**src/rtl/keyboard_scan.sv**
```systemverilog
// 4x4 matrix keypad scanner: walks an active-low column, debounces the first
// low row it sees, latches one key code and exposes key/status registers.
module keyboard_scan #(
  parameter int SCAN_DIV     = 50000,
  parameter int DEBOUNCE_CNT = 4
) (
  input  logic        clock,
  input  logic        reset,
  input  logic [3:0]  row_in,
  output logic [3:0]  col_out,
  input  logic        kb_cs,
  input  logic        kb_read,
  input  logic [1:0]  kb_addr,
  output logic [15:0] kb_rdata
);

  localparam int DIV_W = $clog2(SCAN_DIV + 1);
  // One spare bit so the incremented count can always hold DEBOUNCE_CNT.
  localparam int CNT_W = $clog2(DEBOUNCE_CNT + 2);

  localparam logic [1:0] ST_SCAN     = 2'd0;
  localparam logic [1:0] ST_DEBOUNCE = 2'd1;
  localparam logic [1:0] ST_HOLD     = 2'd2;

  logic [DIV_W-1:0] div_q, div_d;
  logic [1:0]       col_q, col_d;
  logic [1:0]       state_q, state_d;
  logic [CNT_W-1:0] cnt_q, cnt_d;
  logic [1:0]       row_q, row_d;
  logic [3:0]       key_q, key_d;
  logic             valid_q, valid_d;
  logic             overrun_q, overrun_d;

  logic             tick;
  logic             commit;
  logic             rd_key;
  logic             any_low;
  logic             row_hit;
  logic [1:0]       first_row;
  logic [CNT_W-1:0] cnt_inc;

  assign tick    = (div_q == DIV_W'(SCAN_DIV - 1));
  assign any_low = ~&row_in;
  assign row_hit = ~row_in[row_q];
  assign cnt_inc = cnt_q + CNT_W'(1);
  assign rd_key  = kb_cs & kb_read & (kb_addr == 2'd0);
  assign col_out = ~(4'b0001 << col_q);

  always_comb begin
    first_row = 2'd0;
    for (int i = 3; i >= 0; i--) begin
      if (!row_in[i]) first_row = i[1:0];
    end
  end

  always_comb begin
    div_d   = tick ? '0 : div_q + DIV_W'(1);
    col_d   = col_q;
    state_d = state_q;
    cnt_d   = cnt_q;
    row_d   = row_q;
    commit  = 1'b0;
    if (tick) begin
      case (state_q)
        ST_SCAN: begin
          if (any_low) begin
            row_d   = first_row;
            cnt_d   = CNT_W'(1);
            state_d = ST_DEBOUNCE;
          end else begin
            col_d = col_q + 2'd1;
          end
        end
        ST_DEBOUNCE: begin
          if (row_hit) begin
            if (cnt_inc >= CNT_W'(DEBOUNCE_CNT)) begin
              commit  = 1'b1;
              state_d = ST_HOLD;
              cnt_d   = '0;
            end else begin
              cnt_d = cnt_inc;
            end
          end else begin
            state_d = ST_SCAN;
            col_d   = col_q + 2'd1;
          end
        end
        ST_HOLD: begin
          // Release needs the same run of stable samples as a press.
          if (!row_hit) begin
            if (cnt_inc >= CNT_W'(DEBOUNCE_CNT)) begin
              state_d = ST_SCAN;
              cnt_d   = '0;
              col_d   = col_q + 2'd1;
            end else begin
              cnt_d = cnt_inc;
            end
          end else begin
            cnt_d = '0;
          end
        end
        default: state_d = ST_SCAN;
      endcase
    end
  end

  // A commit on the same edge as a key read wins; the old key counts as consumed.
  always_comb begin
    key_d     = key_q;
    valid_d   = valid_q;
    overrun_d = overrun_q;
    if (commit) begin
      key_d     = {row_q, col_q};
      valid_d   = 1'b1;
      overrun_d = valid_q & ~rd_key;
    end else if (rd_key) begin
      valid_d   = 1'b0;
      overrun_d = 1'b0;
    end
  end

  always_comb begin
    kb_rdata = 16'h0000;
    if (kb_cs && kb_read) begin
      case (kb_addr)
        2'd0:    kb_rdata = {12'h000, key_q};
        2'd2:    kb_rdata = {14'h0000, overrun_q, valid_q};
        default: kb_rdata = 16'h0000;
      endcase
    end
  end

  always_ff @(posedge clock or negedge reset) begin
    if (!reset) begin
      div_q     <= '0;
      col_q     <= 2'd0;
      state_q   <= ST_SCAN;
      cnt_q     <= '0;
      row_q     <= 2'd0;
      key_q     <= 4'h0;
      valid_q   <= 1'b0;
      overrun_q <= 1'b0;
    end else begin
      div_q     <= div_d;
      col_q     <= col_d;
      state_q   <= state_d;
      cnt_q     <= cnt_d;
      row_q     <= row_d;
      key_q     <= key_d;
      valid_q   <= valid_d;
      overrun_q <= overrun_d;
    end
  end

endmodule
```
**config.mk**
```make
export PLATFORM = sky130hd
export DESIGN_NAME = keyboard_scan
export DESIGN_NICKNAME = d
export VERILOG_FILES = /design/src/rtl/keyboard_scan.sv
export SDC_FILE = /design/constraint.sdc
export NUM_CORES = 1
export LEC_CHECK = 0
export CORE_AREA = 2 2 62 64
export CTS_CLUSTER_DIAMETER = 60
export DETAILED_ROUTE_END_ITERATION = 12
export DIE_AREA = 0 0 64 66
export PLACE_DENSITY = 0.85
export SKIP_LAST_GASP = 1
export SLEW_MARGIN = 30
export SYNTH_ARGS = -nofsm -noshare
export SYNTH_HDL_FRONTEND = slang
export SYNTH_SLANG_ARGS = --single-unit
```
**constraint.sdc**
```tcl
create_clock -name clock -period 2.7 [get_ports clock]
set_input_delay 0.54 -clock clock [delete_from_list [all_inputs] [get_ports clock]]
set_output_delay 0.54 -clock clock [all_outputs]
set_load 0.1 [all_outputs]
```
Word-level counts from Yosys, hierarchy flattened
Cells that the tools add are included.
{"block": "word_totals", "rom_bits": 0, "in_bits": 10, "output_inout_bits": 20, "latchBits": 0, "mem_bits_rw": 0, "mem_count": 0, "reg_bits": 31}
{"block": "classes", "addsub": 3, "magnitude_cmp": 2, "eq_ne": 11, "n_bitwise": 6, "shifts": 1, "mul": 0, "reduce_logical": 10, "n_mux": 32, "div_mod_pow": 0}
{"op": "$mux 2", "n": 13}
{"op": "$add 16x1->16 const B", "n": 1}
{"op": "$eq 16x16->1 const B", "n": 1}
{"op": "$mux 16", "n": 1}
{"op": "$mux 3", "n": 4}
{"op": "$ne 2x2->1 const B", "n": 6}
{"op": "$pmux 2 s3", "n": 2}
{"op": "$pmux 3 s3", "n": 1}
{"op": "$mux 1", "n": 8}
{"op": "$pmux 4 s2", "n": 1}
{"op": "$reduce_and 4->1", "n": 2}
{"op": "$reduce_and 6->1", "n": 1}
{"op": "$reduce_and 5->1", "n": 1}
{"op": "$eq 2x2->1 const B", "n": 2}
{"op": "$logic_not 2->1", "n": 2}
{"op": "$mux 4", "n": 1}
{"op": "$not 4->4", "n": 1}
{"op": "$shl 1x2->4 const A", "n": 1}
{"op": "$add 3x1->3 const B", "n": 1}
{"op": "$and 1x1->1", "n": 3}
{"op": "$ge 3x3->1 const B", "n": 1}
{"op": "$lt 2x3->1 const B", "n": 1}
{"op": "$ne 3x3->1 const B", "n": 1}
{"op": "$reduce_and 3->1", "n": 1}
{"op": "other kinds (7)", "n": 8}

Logic depth before layout (Yosys ltp)
{"block": "logic_depth", "depth_word": 7, "ltp_mapped": 7, "ltp_nobuf": 7}

Worst setup path before layout
OpenSTA, ideal clock, no wires.
{"block": "synth_path", "path_type": "in2out", "start": "input port kb_addr[0]", "end": "output port kb_rdata[0]", "slack_ns": 0.148, "path_buffers": 0, "stages": 2, "arrival_ns": 2.012, "cell_sequence": "nand3b_1 > nor2_1"}
{"block": "synth_via", "elab_chain_cells": 3, "elab_cells_between_ends": 4, "cone_classes": "1 x eq/ne; 2 x mux; 1 x reduce/logical"}
{"element": "start, declared", "line_no": "13", "rtl": "input logic [1:0] kb_addr,"}
{"element": "$eq 2x2->1 / $logic_not 2->1 (equally long branches)", "line_no": "125", "rtl": "case (kb_addr)"}
{"element": "$pmux 4 s2 *", "line_no": "125"}
{"element": "$mux 4 *", "line_no": "124", "rtl": "if (kb_cs && kb_read) begin"}
{"element": "end, declared", "line_no": "14", "rtl": "output logic [15:0] kb_rdata"}
Mark *: on every way between the ends. The rest lies on a longest branch, timed or not.

Final worst setup path
{"block": "layout_path", "start": "register div_q[12]", "end": "register col_q[1]"}
{"block": "layout_via", "elab_chain_cells": 2}
{"element": "start, declared", "line_no": "25", "rtl": "logic [DIV_W-1:0] div_q, div_d;"}
{"element": "start signal, assigned", "line_no": "144", "rtl": "div_q <= div_d;"}
{"element": "$eq 16x16->1", "line_no": "42", "rtl": "assign tick = (div_q == DIV_W'(SCAN_DIV - 1));"}
{"element": "$reduce_and 6->1 (no source line)"}
{"element": "end signal, assigned", "line_no": "145", "rtl": "col_q <= col_d;"}
{"element": "end, declared", "line_no": "26", "rtl": "logic [1:0] col_q, col_d;"}
No other way between the ends.
A chain may end at the register's enable or synchronous reset.

==> impl_metrics.tcl <==
set metrics [dict create \
    run_status "finished clean" \
    highest_ir_drop_seen_on_vdd_v 0.000247 \
    crit_buf_inv 0 \
    largest_net_degree_at_the_start_of_global_routing 32 \
    fin_nets 218 \
    drc 0 \
    routed_wire_length_per_instance_um 12.1 \
    timing_worst_setup_path_type "flop to flop" \
    post-dp-hpwl_um 2320 \
    worstPathRequired_ns 2.93 \
    mean_cell_area_of_the_mapped_netlist_um2 10.4 \
    clkTransAtPathRegs_ns 0.09 \
    post_route_cells_drive_above_1_share_pct 16.6 \
    grt_pass1_wl_um 5180 \
    worstPathArrival_ns 2.53 \
    mappedNetlistArea_um2 1790 \
    crit_family "simple AND/OR/NAND/NOR gates" \
    first_iter_violations 11 \
    setup_violators_final 0 \
    drv_cap 0 \
    slew_viol_final 0 \
    r2r_depth 5 \
    mostFrequentLayoutCells "31 x dfrtp_1, 15 x nor2_1, 14 x nand2_1" \
    dr.pass1.iters 4 \
    n_antenna_cell 0 \
    worst_skew_pair.late_latency_ns 0.34 \
    ioPinCount 30 \
    fill_count 296 \
    slowest_delay_ns 0.58 \
    max_slew.worst_pin.slew_ns 0.667 \
    yosys_warnings 0 \
    hold_ws_ns 0.489 \
    design_power_total_uw 877 \
    clock-skew-final_ns 0.00922 \
    fin_crit_sh_pct 85.2 \
    gp_routability_congestion 0.831 \
    worst_hold_path.num_cells 1 \
    cellPowerDensity_nw_per_um2 419 \
    die_area_um2 4220 \
    placementRows 22 \
    layout.cells.most_common "dfrtp_1" \
    chipWidth_um 64 \
    core_region_area_um2 3550 \
    synth_largest_type_area_fraction_pct 43.4 \
    worst-path-max-fanout 4 \
    tritoncts "yes" \
    cpMaxStageDelayCell "or4b_4" \
    grt.overflow.total 0 \
    worst_setup_path_end_kind "flop" \
    cts.path.max_buffers 2 \
    globalRouteTotalUtil_pct 16.4 \
    cts_sinks 31 \
    layout-area-overhead-vs-synth_pct 17.1 \
    htree_num_levels 2 \
    instance_count_on_the_critical_path 5 \
    fin_cells 247 \
    synth_largest_area_cell "dfrtp_1" \
    report.final.hold_viol_count 0 \
    postRouteWirelength_um 2990 \
    tns_ns 0 \
    path_cells "or4b_4 > nor4_4 > nand3_2 > a2111oi_4 > mux2_4" \
    fmax_mhz 434 \
    clock_root_buffer "clkbuf_4" \
    placed_cells_incl_taps 239 \
    number_of_buffers_created_by_cts 5 \
    power.leakage_nw 0.989 \
    area_contributors_post_synth "dfrtp_1 43%, ha_1 7.0%, buf_4 5.0%" \
    vias 1240 \
    post_synth_inst_count 172 \
    y_dimension_of_the_die_um 66 \
    route.antenna.remaining_nets 0 \
    portBuffers 17 \
    worstSetupStartpointType "flop" \
    number_of_synthesized_register_bits 31 \
    cts.repair.resized 0 \
    vias_per_cell 5.02 \
    grt_pass1_vias 1205 \
    timing.slew.headroom_pct 55.1 \
    worstHoldPathType "flop to flop" \
    yosysSeqAreaShare_pct 43.4 \
    final.min_clock_period_ns 2.30 \
    synth.distinct_cells 40 \
    floorplan.initialDensity_pct 50.4 \
    cts_hold_fix_bufs 0 \
    cts_post_setup_buffers_inserted 0 \
    antenna_found_initial 0 \
    rsz0062_at_grt "no" \
]
[flip-flops by register name, indices dropped and copies added, names as in the netlist]
signal     count
valid_q        1
div_q         16
cnt_q          3
row_q          2
key_q          4
col_q          2
overrun_q      1
state_q        2
[report_power, final]
group / switching [mW] / internal, mW / leakage, nW / total [mW]
Sequential: 0 / 0.464 / 0.408 / 0.464
Combinational: 0.0898 / 0.0169 / 0.542 / 0.107
Clock: 0.154 / 0.153 / 0.0386 / 0.307
[cell type report]
class                      count  area [um^2]  share of cell area, %
timing repair buffer          21          230                   11.0
sequential                    31          776                   37.0
tap                           48         60.1                   2.87
inverter                      12         45.0                   2.15
multi-input combinational    127          916                   43.7
clock buffer                   8         68.8                   3.28
[cell usage after synthesis, drive strengths merged]
cell type,n
ha,10
o31ai,1
a2111oi,1
mux4,1
mux2i,3
nor4,3
a21oi,3
clkbuf,1
and3,1
inv,12
mux2,8
nand3b,1
conb,1
nand3,14
o21ai,6
nor2b,1
dfrtp,31
or4b,1
a221oi,1
or3,1
or4bb,1
nor3,2
nand4bb,1
o22ai,1
nand2,14
xnor2,8
xor2,8
nand4,2
and2,3
a32oi,1
a21o,1
nand2b,2
buf,12
nor2,15
[final timing paths]
| kind | slack [ns] | startpoint | end |
|---|---|---|---|
| hold / removal | 0.49 | div_q[0]$_DFF_PN0_ | div_q[0]$_DFF_PN0_ |
| setup / recovery | 0.40 | div_q[12]$_DFF_PN0_ | col_q[1]$_DFFE_PN0P_ |
| setup reg to reg | 0.40 | div_q[12]$_DFF_PN0_ | col_q[1]$_DFFE_PN0P_ |
| min in group asynchronous | 0.58 | reset | div_q[10]$_DFF_PN0_ |
| hold reg to reg | 0.49 | div_q[0]$_DFF_PN0_ | div_q[0]$_DFF_PN0_ |
| max in group asynchronous | 1.84 | reset | cnt_q[1]$_DFFE_PN0P_ |
[routing by layer]
layer | GRT usage [%] | wire (um) | share of wire, %
met1 | 18.6 | 1360 | 45
met2 | 27.7 | 1460 | 49
met3 | 6.30 | 108 | 3.6
met4 | 7.07 | 66 | 2.2
met5 | 0 | 0 | 0
[stage by stage]
stage               area [um^2]  setup WS, ns  utilization [%]
floorplan                  1830         0.148                -
global placement           2030         0.278             57.1
detailed placement         2030         0.212             57.1
CTS                        2100         0.395             59.0
global route               2100         0.316             59.0
finish                     2100         0.398             59.0
[worst reg2reg max path: stages (launching register included)]
cell and delay (ns):
dfrtp_1 0.44, or4b_4 0.58, nor4_4 0.27, nand3_2 0.15, a2111oi_4 0.43, mux2_4 0.33
[cells by family after synthesis]
kind of cell,Yosys count,synth area share (%)
AO/OA/AOI/OAI,15,6.57
multiplexers,12,8.18
adder cells (fa/ha/maj),10,6.99
AND/OR/NAND/NOR,62,19.1
other,1,0.210
flip-flops,31,43.4
XOR/XNOR,16,7.83
buffers and inverters,25,7.76
(Power assumes the default switching activity.)
